--- config.mk ---
export PLATFORM = sky130hd
export DESIGN_NAME = csa_resolver
export DESIGN_NICKNAME = d
export VERILOG_FILES = /design/src/rtl/csa_resolver.sv
export SDC_FILE = /design/constraint.sdc
export NUM_CORES = 1
export LEC_CHECK = 0
export ABC_AREA = 1
export CAP_MARGIN = 10
export CELL_PAD_IN_SITES_DETAIL_PLACEMENT = 0
export CELL_PAD_IN_SITES_GLOBAL_PLACEMENT = 1
export CORE_MARGIN = 4
export CORE_UTILIZATION = 41
export DETAILED_ROUTE_END_ITERATION = 16
export HOLD_SLACK_MARGIN = 0.03
export PLACE_DENSITY_LB_ADDON = 0.1
export SYNTH_ARGS = -nofsm -noshare
export SYNTH_HDL_FRONTEND = slang
export SYNTH_SLANG_ARGS = --single-unit
export TNS_END_PERCENT = 30
--- constraint.sdc ---
create_clock -name clk -period 10.57 [get_ports clk]
set_input_delay 2.6425 -clock clk [delete_from_list [all_inputs] [get_ports clk]]
set_output_delay 2.6425 -clock clk [all_outputs]
set_load 0.1 [all_outputs]
--- src/rtl/csa_resolver.sv ---
// Final carry-propagate stage: resolves a carry-save (sum, cout<<1) pair into binary, CHUNK bits per cycle.
// Optional CSA_RESOLVE_CARRY_EN adds the 2-bit out_carry port with the overflow bits of the exact sum.
module csa_resolver #(
    parameter int WIDTH = 32,
    parameter int CHUNK = 8
) (
    input  logic             clk,
    input  logic             rst,
    input  logic             in_valid,
    output logic             in_ready,
    input  logic [WIDTH-1:0] in_sum,
    input  logic [WIDTH-1:0] in_cout,
    output logic             out_valid,
    input  logic             out_ready,
    output logic [WIDTH-1:0] out_result
`ifdef CSA_RESOLVE_CARRY_EN
    ,
    output logic [1:0]       out_carry
`endif
);

    localparam int NCHUNK = WIDTH / CHUNK;
    localparam int IDXW   = (NCHUNK > 1) ? $clog2(NCHUNK) : 1;
`ifdef CSA_RESOLVE_CARRY_EN
    localparam int OPW    = WIDTH + 2;
`else
    // Without the overflow port the top two operand bits feed nothing.
    localparam int OPW    = WIDTH;
`endif

    typedef enum logic [1:0] {IDLE, ADD, DONE} state_t;

    state_t            state_q, state_d;
    logic [OPW-1:0]    a_q, a_d, b_q, b_d;
    logic [IDXW-1:0]   idx_q, idx_d;
    logic              carry_q, carry_d;
    logic [WIDTH-1:0]  res_q, res_d;
    logic [CHUNK-1:0]  a_ch, b_ch;
    logic [CHUNK:0]    chunk_sum;
    logic              last;
`ifdef CSA_RESOLVE_CARRY_EN
    logic [1:0]        ovf_q, ovf_d;
`endif

    assign last = (idx_q == IDXW'(NCHUNK - 1));

    always_ff @(posedge clk or posedge rst) begin
        if (rst) begin
            state_q <= IDLE;
            a_q     <= '0;
            b_q     <= '0;
            idx_q   <= '0;
            carry_q <= 1'b0;
            res_q   <= '0;
`ifdef CSA_RESOLVE_CARRY_EN
            ovf_q   <= '0;
`endif
        end else begin
            state_q <= state_d;
            a_q     <= a_d;
            b_q     <= b_d;
            idx_q   <= idx_d;
            carry_q <= carry_d;
            res_q   <= res_d;
`ifdef CSA_RESOLVE_CARRY_EN
            ovf_q   <= ovf_d;
`endif
        end
    end

    always_comb begin
        state_d = state_q;
        case (state_q)
            IDLE:    if (in_valid) state_d = ADD;
            ADD:     if (last) state_d = DONE;
            DONE:    if (out_ready) state_d = IDLE;
            default: state_d = IDLE;
        endcase
    end

    // Chunk select by loop so every part-select has a constant base.
    always_comb begin
        a_ch = '0;
        b_ch = '0;
        for (int k = 0; k < NCHUNK; k++) begin
            if (idx_q == IDXW'(k)) begin
                a_ch = a_q[k*CHUNK +: CHUNK];
                b_ch = b_q[k*CHUNK +: CHUNK];
            end
        end
        chunk_sum = {1'b0, a_ch} + {1'b0, b_ch} + {{CHUNK{1'b0}}, carry_q};
    end

    always_comb begin
        a_d     = a_q;
        b_d     = b_q;
        idx_d   = idx_q;
        carry_d = carry_q;
        res_d   = res_q;
`ifdef CSA_RESOLVE_CARRY_EN
        ovf_d   = ovf_q;
`endif
        case (state_q)
            IDLE: begin
                if (in_valid) begin
                    a_d     = OPW'(in_sum);
                    b_d     = OPW'({in_cout, 1'b0});
                    idx_d   = '0;
                    carry_d = 1'b0;
                end
            end
            ADD: begin
                for (int k = 0; k < NCHUNK; k++) begin
                    if (idx_q == IDXW'(k)) res_d[k*CHUNK +: CHUNK] = chunk_sum[CHUNK-1:0];
                end
                carry_d = chunk_sum[CHUNK];
                idx_d   = last ? '0 : idx_q + 1'b1;
`ifdef CSA_RESOLVE_CARRY_EN
                if (last) begin
                    ovf_d   = a_q[OPW-1:WIDTH] + b_q[OPW-1:WIDTH] + {1'b0, chunk_sum[CHUNK]};
                    carry_d = 1'b0;
                end
`endif
            end
            default: ;
        endcase
    end

    always_comb begin
        in_ready   = (state_q == IDLE);
        out_valid  = (state_q == DONE);
        out_result = res_q;
`ifdef CSA_RESOLVE_CARRY_EN
        out_carry  = ovf_q;
`endif
    end

endmodule
# After elaboration in Yosys (flattened, before gate mapping)
# Cells that the tools add are included.
# Widths: inputs -> output; s select.
[totals] reg_bits=100 word_cells=47
[op_classes] n_addsub=3 eq_ne=8 n_mux=17 n_reduce_logical=10
[ops] op="$mux 8" n=8
[ops] op="$reduce_and 2->1" n=6
[ops] op="$mux 2" n=5
[ops] op="$add 8x8->9" n=1
[ops] op="$add 9x1->9" n=1
[ops] op="$eq 2x2->1 const B" n=3
[ops] op="$pmux 2 s3" n=1
[ops] op="$eq 2x1->1 const B" n=2
[ops] op="$logic_not 2->1" n=2
[ops] op="$ne 2x2->1 const B" n=2
[ops] op="$pmux 2 s2" n=1
[ops] op="$reduce_and 3->1" n=1
[ops] op="$add 2x1->2 const B" n=1
[ops] op="$ne 2x1->1 const B" n=1
[ops] op="$pmux 1 s2" n=1
[ops] op="$reduce_bool 2->1" n=1
[ops] op="$mux 1" n=1

# Logic depth before layout (Yosys ltp)
# Gate-level depths: netlist of the first run.
[depth] word_depth=8 mapped_depth=19

# Worst setup path after synthesis of the first run
# OpenSTA, ideal clock, no wires.
[synth_path] kind="flip-flop to output port" startpoint="register state_q[0]" endpoint="output out_valid" arrival_ns=1.702 setup_slack_ns=6.225 stages_incl_launch_ff=2 n_path_buf=0 path_cell_list="dfrtp_1 > nor2_1"
[synth_between] elab_chain_len=1
[synth_rtl] element="start, declared" line_no="33" text="state_t state_q, state_d;"
[synth_rtl] element="start signal, assigned" line_no="59" text="state_q <= state_d;"
[synth_rtl] element="$eq 2x2->1" line_no="131" text="out_valid = (state_q == DONE);"
[synth_rtl] element="end, declared" line_no="13" text="output logic out_valid,"
# Every way passes these cells.

# Worst setup path in the final report of the first run
[layout_path] startpoint="register state_q[0]" endpoint="output in_ready"
[layout_between] elab_chain_len=1
[layout_rtl] element="$logic_not 2->1" line_no="130" text="in_ready = (state_q == IDLE);"
[layout_rtl] element="end, declared" line_no="10" text="output logic in_ready,"
# Every way passes these cells.

==> results of run 1 <==
[cell families after synthesis]
group	Yosys count	share of synthesized area
DFF	100	0.522
and+or+nand+nor	308	0.269
adders and majority gates	13	0.0371
buffers and inverters	66	0.0684
xor gates and xnor gates	2	0.00366
AOI/OAI and AO/OA	87	0.0995
[worst reg2reg max path: cells and delay by family, from the launching register on]
family | cells | cell delay, ps
compound gates | 1 | 200
fa+ha+maj | 3 | 1280
buf+inv | 3 | 540
flops | 1 | 430
simple gates | 8 | 900
[flip-flops by register name (all words and copies together), names as in the netlist]
signal      count
a_q            32
state_q         2
b_q            31
idx_q           2
carry_q         1
out_result     32
[layout make-up]
type,instances,area share
sequential,100,0.408
multi-input combinational,410,0.320
timing repair buffer,101,0.164
clock buffer,11,0.0412
tap,143,0.0292
inverter,44,0.0278
clock inverter,5,0.00959
[per-layer routing]
metal | wire length [microns] | part of all wire | vias up | track usage
li1 | - | - | 1996 | -
met1 | 5290 | 0.46 | 1790 | 0.254
met2 | 5370 | 0.47 | 89 | 0.287
met3 | 523 | 0.046 | 12 | 0.0277
met4 | 236 | 0.021 | 0 | 0.0773
met5 | 0 | 0 | - | 0
[synth_stat cells (2+ instances only)]
master and count:
sky130_fd_sc_hd__nand2_1 267, sky130_fd_sc_hd__dfrtp_1 100, sky130_fd_sc_hd__o21ai_0 50, sky130_fd_sc_hd__inv_1 35
sky130_fd_sc_hd__nand3_1 23, sky130_fd_sc_hd__a21oi_1 19, sky130_fd_sc_hd__ha_1 11, sky130_fd_sc_hd__o211ai_1 10
sky130_fd_sc_hd__buf_4 8, sky130_fd_sc_hd__inv_2 8, sky130_fd_sc_hd__buf_2 7, sky130_fd_sc_hd__nor2_1 6
sky130_fd_sc_hd__buf_6 5, sky130_fd_sc_hd__nor2_8 4, sky130_fd_sc_hd__o21ai_1 3, sky130_fd_sc_hd__o21ai_2 3
sky130_fd_sc_hd__fa_1 2, sky130_fd_sc_hd__nand2_4 2, sky130_fd_sc_hd__nand3b_1 2, sky130_fd_sc_hd__xor2_1 2
[how the worst min path moves through the flow]
stage	end	depth (start not counted)	slack, ps
final	out_result[2]	2	470
after global routing	out_result[10]	2	490
after CTS	out_result[2]	2	480
after detailed placement	out_result[2]	2	460
after global placement	out_result[2]	2	450
after floorplan	a_q[17]	2	440
[per-stage QoR]
stage / hold WS [ps] / utilization
6_report: 468 / 0.537
5_1_grt: 494 / 0.537
4_1_cts: 475 / 0.537
3_5_place_dp: 458 / 0.510
3_3_place_gp: 453 / 0.510
2_1_floorplan: 444 / -
==> run summary, run 1 <==
result of the run -> completed
placed wire-length estimate -> 8.28 mm
largest stage delay on the critical path -> 1170 ps
post-layout min period -> 4790 ps
CTS resizes -> 0
headroom to the max-slew limit -> 0.343
source of the worst register-to-register timing path -> idx_q[0]
Placed Cells -> 798
number of max-slew violations in the final report -> 0
number of different library cells in the post-synthesis netlist -> 29
root cell of the clock tree -> sky130_fd_sc_hd__clkbuf_16
setup clock skew after layout -> 7.09 ps
biggest area consumer among synthesized cells -> sky130_fd_sc_hd__dfrtp_1
Worst setup EP type -> output pin
startpoint of the lowest-slack hold path -> out_result[2]
Finish-stage setup viols -> 0
most common flop cell mapped by yosys -> sky130_fd_sc_hd__dfrtp_1
height of the die -> 116 microns
final instance area -> 6130 sq um
CP endpoint -> in_ready
buffer levels on the longest clock path -> 2
Post-Route Setup TNS -> 0 ps
clock-pin slew reported for the worst setup and hold paths after clock tree synthesis -> 70 ps
sequential cell area fraction in the yosys report -> 0.522
# hold bufs at CTS -> 0
reg-to-reg setup timing slack -> 7090 ps
detailed-router iteration count before antenna repair -> 4
Area contributors post-synth -> sky130_fd_sc_hd__dfrtp_1 52%, sky130_fd_sc_hd__nand2_1 21%, sky130_fd_sc_hd__o21ai_0 5.2%, sky130_fd_sc_hd__ha_1 2.9%, sky130_fd_sc_hd__inv_1 2.7%
combined area of the multi-input logic cells -> 1960 sq um
Port-buffer cells -> 100
ANT nets after route -> 0
via count of the routed design -> 3887
number of diodes added for antenna fixing -> 0
Post-Syn Nets -> 657
worst-margin pin slew -> 982 ps
Starting Density -> 0.419
crit-path cells -> nor2_2 > clkdlybuf4s50_1
cell family contributing the most delay on the critical path -> buffers and inverters
largest net degree at the start of global routing -> 81
post-detailed-route via-to-cell ratio -> 4.78
Crit path arrival time -> 2150 ps
# Max-Cap Violations -> 0
number of enable flip-flop cells after synthesis -> 0
number of inserted filler cells in the final layout -> 1145
fraction of post-synthesis cell area in the top cell type by area -> 0.522
Total Die Area -> 13500 sq um
Floorplan Core Area -> 11400 sq um
Post CTS Setup Buffer Count -> 0
total overflow reported by the global router -> 0
Post-layout nets -> 747
share of post-route cells with drive strength above 1 -> 0.0581
total length of routed wires -> 11.4 mm
Residual DRC -> 0
clock insertion delay at the later pin of the skew report -> 330 ps
number of register bits inferred by synthesis -> 100
setup repair after global routing missed its margin -> false
highest fanout seen on the critical path -> 4
Sinks on Clock Net -> 100
Levels on crit path -> 2
Seq. cell area -> 2500 sq um
total cell area at the placement stage -> 5820 sq um
wire length of the first global-routing pass -> 19.3 mm
proportion of register bits with asynchronous set or reset after synthesis -> 1.00
path type of the worst min-delay path -> reg -> reg
number of design-rule violations left by the first detailed-router iteration -> 210
Syn. warnings -> 0
average routed wire per standard cell -> 14.0 microns
final cell count without fillers -> 814
total routing resource utilization after global routing -> 0.183
number of antenna violations at the first check in global routing -> 0
WP data required -> 7930 ps
Peak Freq -> 209 MHz
area growth from synthesis to layout -> 28.0%
worst reg2reg path endpoint -> out_result[6]
via count of the first global-routing pass -> 4001
number of clock buffers inserted by TritonCTS -> 9
reg2reg path depth -> 15
Horiz. Die Dim -> 116 microns
count of H-tree levels built during CTS -> 3
launching element type of the critical path -> register
final hold violation count -> 0
start point of the critical path -> state_q[0]
most frequent standard cell in the layout excluding fill and tap cells -> sky130_fd_sc_hd__nand2_1
CTS tree -> done
final weighted congestion in routability-driven placement -> 0.843
top-level port count -> 102
instance count of the mapped netlist -> 576
setup slack at placement -> 6030 ps
kind of critical path -> reg -> out
worst setup slack after layout -> 5780 ps
combined area of all synthesized cells -> 4790 sq um
most frequent cells in the layout -> 267 x sky130_fd_sc_hd__nand2_1, 100 x sky130_fd_sc_hd__dfrtp_1, 100 x sky130_fd_sc_hd__clkdlybuf4s50_1, 50 x sky130_fd_sc_hd__o21ai_0, 34 x sky130_fd_sc_hd__inv_1
post-synthesis average cell area -> 8.32 sq um
cell at the slowest stage of the critical path -> sky130_fd_sc_hd__clkdlybuf4s50_1
number of placement rows -> 39
buffer and inverter count on the worst path -> 1
fraction of the cycle the final worst path needs -> 0.453
Power of run 1 is left out: the tool's default activity adds up to more than one toggle a clock period on the data nets, which glitch-free logic cannot reach.
==> run 2: changes to the inputs <==
--- a/config.mk
+++ b/config.mk
@@ -10,7 +10,7 @@
 export CELL_PAD_IN_SITES_DETAIL_PLACEMENT = 0
 export CELL_PAD_IN_SITES_GLOBAL_PLACEMENT = 1
 export CORE_MARGIN = 4
-export CORE_UTILIZATION = 41
+export CORE_UTILIZATION = 34
 export DETAILED_ROUTE_END_ITERATION = 16
 export HOLD_SLACK_MARGIN = 0.03
 export PLACE_DENSITY_LB_ADDON = 0.1
==> constraint.sdc (replaced) <==
create_clock -name clk -period 4.1 [get_ports clk]
set_input_delay 1.025 -clock clk [delete_from_list [all_inputs] [get_ports clk]]
set_output_delay 1.025 -clock clk [all_outputs]
set_load 0.1 [all_outputs]
==> run summary, run 2 (synthesized netlist as in run 1, its figures left out) <==
number of inserted filler cells in the final layout -> 1404 (+23%)
launching element type of the critical path -> register
combined area of the multi-input logic cells -> 1960 sq um (unchanged)
Seq. cell area -> 2500 sq um (unchanged)
largest stage delay on the critical path -> 640 ps (-530 ps)
cell at the slowest stage of the critical path -> sky130_fd_sc_hd__ha_1
Post-layout nets -> 749 (+0.27%)
Port-buffer cells -> 100 (unchanged)
ANT nets after route -> 0 (unchanged)
setup repair after global routing missed its margin -> false
most frequent standard cell in the layout excluding fill and tap cells -> sky130_fd_sc_hd__nand2_1
peak-usage layer in the global routing report -> met2
CTS tree -> done
reg2reg path depth -> 13 (-2)
number of placement rows -> 43 (+10%)
Finish-stage setup viols -> 0 (unchanged)
root cell of the clock tree -> sky130_fd_sc_hd__clkbuf_16
clock-pin slew reported for the worst setup and hold paths after clock tree synthesis -> 70 ps (about the same)
Starting Density -> 0.346 (-0.0731)
source of the worst register-to-register timing path -> idx_q[1]
Sinks on Clock Net -> 100 (unchanged)
via count of the first global-routing pass -> 3984 (-0.42%)
share of post-route cells with drive strength above 1 -> 0.0594 (+0.00131)
Residual DRC -> 0 (unchanged)
clock insertion delay at the later pin of the skew report -> 340 ps (about the same)
WHS Endpoint -> out_result[10]
Peak Freq -> 315 MHz
number of design-rule violations left by the first detailed-router iteration -> 230 (+9.5%)
via count of the routed design -> 3862 (-0.64%)
headroom to the max-slew limit -> 0.342 (-0.00160)
post-detailed-route via-to-cell ratio -> 4.53 (-5.2%)
worst hold path stage count -> 2 (unchanged)
Floorplan Core Area -> 13800 sq um (+21%)
wire length of the first global-routing pass -> 19.9 mm (+3.2%)
met1 usage in global routing -> 0.214 (-0.0399)
worst-margin pin slew -> 984 ps (+2.39 ps)
path type of the worst min-delay path -> reg -> reg
highest fanout seen on the critical path -> 13 (+9)
top-level port count -> 102 (unchanged)
Post-Route Setup TNS -> 0 ps (unchanged)
number of max-slew violations in the final report -> 0 (unchanged)
final hold violation count -> 0 (unchanged)
CTS resizes -> 0 (unchanged)
most used cell, CP -> sky130_fd_sc_hd__nand2_1
# Max-Cap Violations -> 0 (unchanged)
most frequent cells in the layout -> 267 x sky130_fd_sc_hd__nand2_1, 100 x sky130_fd_sc_hd__dfrtp_1, 99 x sky130_fd_sc_hd__clkdlybuf4s50_1, 50 x sky130_fd_sc_hd__o21ai_0, 34 x sky130_fd_sc_hd__inv_1
crit-path cells -> inv_1 > ha_1 > a21oi_1 > nand2_1 > o21ai_0 > o21ai_0 > ha_1 > nand2_1 > nand2_1 > nand2_1 > xor2_1 > nand2_1 > nand2_1
startpoint of the lowest-slack hold path -> out_result[10]
fraction of the cycle the final worst path needs -> 0.775
cell family contributing the most delay on the critical path -> adder cells
number of antenna violations at the first check in global routing -> 0 (unchanged)
kind of critical path -> reg -> reg
average routed wire per standard cell -> 13.8 microns (-1.5%)
Post CTS Setup Buffer Count -> 0 (unchanged)
Crit path arrival time -> 3460 ps (+1310 ps)
WP data required -> 4380 ps (-3550 ps)
buffer levels on the longest clock path -> 2 (unchanged)
result of the run -> completed
placed wire-length estimate -> 8.65 mm (+4.5%)
Worst setup EP type -> register
count of H-tree levels built during CTS -> 3 (unchanged)
number of clock buffers inserted by TritonCTS -> 9 (unchanged)
setup clock skew after layout -> 7.66 ps (+0.573 ps)
hold slack -> 470 ps (+2.06 ps)
height of the die -> 127 microns (+9.1%)
number of diodes added for antenna fixing -> 0 (unchanged)
met2 Track Usage GR -> 0.249 (-0.0382)
# hold bufs at CTS -> 0 (unchanged)
area growth from synthesis to layout -> 29.4%
total length of routed wires -> 11.8 mm (+3.2%)
total overflow reported by the global router -> 0 (unchanged)
final weighted congestion in routability-driven placement -> 0.805 (-4.4%)
buffer and inverter count on the worst path -> 1 (unchanged)
largest net degree at the start of global routing -> 81 (unchanged)
worst reg2reg path endpoint -> out_result[19]
total routing resource utilization after global routing -> 0.155 (-0.0283)
post-layout min period -> 3180 ps
Horiz. Die Dim -> 127 microns (+9.1%)
reg-to-reg setup timing slack -> 920 ps (-6170 ps)
met3 usage -> 0.0324 (+0.00474)
detailed-router iteration count before antenna repair -> 4 (unchanged)
Total Die Area -> 16100 sq um (+19%)
-- run 2: stage by stage --
stage	instances	util	setup WS (ps)	instance area, sq um
floorplan	576	-	456	4790
global placement	837	0.426	938	5890
detailed placement	837	0.426	872	5890
CTS	853	0.448	841	6200
global route	853	0.448	533	6200
finish	853	0.448	922	6200
-- run 2: worst min-delay path, delay by kind of cell (launching register included) --
family | cells | cell delay [ps]
and+or+nand+nor | 2 | 90
DFF | 1 | 340
-- run 2: layout make-up --
type,instances,area share
Timing Repair Buffer,103,0.167
Clock buffer,13,0.0420
Inverter,44,0.0275
Sequential cell,100,0.404
Multi-Input combinational cell,410,0.316
Clock inverter,3,0.00727
Tap cell,180,0.0363
-- run 2: worst max path at each step --
stage,start,to,depth (start not counted)
after CTS,idx_q[1],out_result[19],13
after global placement,idx_q[1],out_result[11],13
after floorplan,rst,a_q[0],1
after global routing,idx_q[1],out_result[19],13
after detailed placement,idx_q[1],out_result[19],13
final,idx_q[1],out_result[19],13
-- run 2: per-layer routing --
metal / up-vias / wire length, microns
li1: 2000 / -
met1: 1766 / 5550
met2: 84 / 5550
met3: 12 / 550
met4: 0 / 138
met5: - / 0
Power of run 2 is left out for the same reason.
==> run 3: changes to the inputs <==
==> constraint.sdc (replaced) <==
create_clock -name clk -period 2.9 [get_ports clk]
set_input_delay 0.725 -clock clk [delete_from_list [all_inputs] [get_ports clk]]
set_output_delay 0.725 -clock clk [all_outputs]
set_load 0.1 [all_outputs]
==> run summary, run 3 (synthesized netlist as in run 1, its figures left out) <==
area growth from synthesis to layout -> 31.5%
fraction of the cycle the final worst path needs -> 0.913 (+0.138)
WP data required -> 3190 ps (-1190 ps)
Peak Freq -> 378 MHz (+20%)
top-level port count -> 102 (unchanged)
total routing resource utilization after global routing -> 0.156 (+0.00158)
detailed-router iteration count before antenna repair -> 4 (unchanged)
worst-margin pin slew -> 656 ps (-328 ps)
final hold violation count -> 0 (unchanged)
Starting Density -> 0.346 (unchanged)
Post-layout nets -> 766 (+2.3%)
total overflow reported by the global router -> 0 (unchanged)
# hold bufs at CTS -> 0 (unchanged)
# Max-Cap Violations -> 0 (unchanged)
height of the die -> 127 microns (unchanged)
most frequent standard cell in the layout excluding fill and tap cells -> sky130_fd_sc_hd__nand2_1
largest stage delay on the critical path -> 440 ps (-200 ps)
result of the run -> completed
Crit path arrival time -> 2940 ps (-520 ps)
headroom to the max-slew limit -> 0.562 (+0.221)
most frequent cells in the layout -> 267 x sky130_fd_sc_hd__nand2_1, 99 x sky130_fd_sc_hd__dfrtp_1, 66 x sky130_fd_sc_hd__clkdlybuf4s50_1, 53 x sky130_fd_sc_hd__buf_4, 46 x sky130_fd_sc_hd__o21ai_0
via count of the routed design -> 3941 (+2.0%)
total length of routed wires -> 11.9 mm (+0.65%)
Finish-stage setup viols -> 0 (unchanged)
Floorplan Core Area -> 13800 sq um (unchanged)
kind of critical path -> reg -> reg
largest net degree at the start of global routing -> 101 (+25%)
clock-pin slew reported for the worst setup and hold paths after clock tree synthesis -> 70 ps (about the same)
number of placement rows -> 43 (unchanged)
setup clock skew after layout -> 5.22 ps (-2.45 ps)
Residual DRC -> 0 (unchanged)
ANT nets after route -> 0 (unchanged)
cell at the slowest stage of the critical path -> sky130_fd_sc_hd__dfrtp_2
CTS tree -> done
root cell of the clock tree -> sky130_fd_sc_hd__clkbuf_16
path type of the worst min-delay path -> reg -> reg
Worst setup EP type -> register
placed wire-length estimate -> 8.78 mm (+1.5%)
post-detailed-route via-to-cell ratio -> 4.53 (about the same)
final design utilization -> 0.456 (+0.00751)
number of design-rule violations left by the first detailed-router iteration -> 196 (-15%)
share of post-route cells with drive strength above 1 -> 0.143 (+0.0840)
Horiz. Die Dim -> 127 microns (unchanged)
crit-path cells -> inv_1 > ha_2 > inv_2 > nor2_8 > inv_2 > buf_4 > o21ai_0 > o211ai_1 > o21ai_0 > ha_1 > nand2_1 > nand2_1 > a21oi_2 > nand2_1 > nand2_1 > nand3_1 > nand2_1
number of clock buffers inserted by TritonCTS -> 9 (unchanged)
setup repair after global routing missed its margin -> true
hold slack -> 479 ps (+8.93 ps)
most used cell, CP -> sky130_fd_sc_hd__nand2_1
average routed wire per standard cell -> 13.6 microns (-1.3%)
count of H-tree levels built during CTS -> 3 (unchanged)
Sinks on Clock Net -> 100 (unchanged)
number of antenna violations at the first check in global routing -> 0 (unchanged)
post-layout min period -> 2650 ps (-529 ps)
wire length of the first global-routing pass -> 20.0 mm (+0.52%)
launching element type of the critical path -> register
via count of the first global-routing pass -> 4045 (+1.5%)
final weighted congestion in routability-driven placement -> 0.797 (-1.0%)
clock insertion delay at the later pin of the skew report -> 350 ps (about the same)
highest fanout seen on the critical path -> 8 (-5)
Total Die Area -> 16100 sq um (unchanged)
number of diodes added for antenna fixing -> 0 (unchanged)
Port-buffer cells -> 100 (unchanged)
buffer levels on the longest clock path -> 2 (unchanged)
number of max-slew violations in the final report -> 0 (unchanged)
-- run 3: worst paths after layout --
check                                from             end  slack, ps  cells after the start
setup / recovery                 idx_q[0]  out_result[15]        250                     17
hold / removal             out_result[18]  out_result[18]        480                      2
setup reg to reg                 idx_q[0]  out_result[15]        250                     17
hold reg to reg            out_result[18]  out_result[18]        480                      2
max in group asynchronous             rst        idx_q[0]       1570                      3
min in group asynchronous             rst  out_result[10]        880                      3
-- run 3: final cells by class --
type	instances	area, sq um
Clock buffer	12	246
Clock inverter	4	72.6
Fill cell	1420	7530
Inverter	44	176
Multi-Input combinational cell	410	2000
Sequential cell	100	2500
Tap cell	180	225
Timing Repair Buffer	120	1080
-- run 3: worst max-delay path, delay by kind of cell (launching register included) --
family                   cells  cell delay [ps]
AO/OA/AOI/OAI                4              530
adder cells (fa/ha/maj)      2              510
buffers and inverters        4              420
flip-flops                   1              440
AND/OR/NAND/NOR              7              690
-- run 3: per-stage QoR --
step	setup slack, ps	setup TNS, ps	cells	instance area, sq um
floorplan	343	0	576	4790
global placement	140	0	853	5930
detailed placement	93.7	0	853	5930
CTS	66.5	0	869	6250
global route	-7.89	-19.2	870	6300
finish	251	0	870	6300
-- run 3: timing repair --
action	4_1_cts	5_1_grt
endpoints found under the setup margin	0	22
buffers inserted	0	1
resized for setup	0	16
-- run 3: per-layer routing --
metal	share of wire	vias up	GRT usage
li1	-	2035	-
met1	0.46	1814	0.210
met2	0.47	84	0.250
met3	0.053	8	0.0472
met4	0.0091	0	0.0360
met5	0	-	0
Power of run 3 is left out for the same reason.
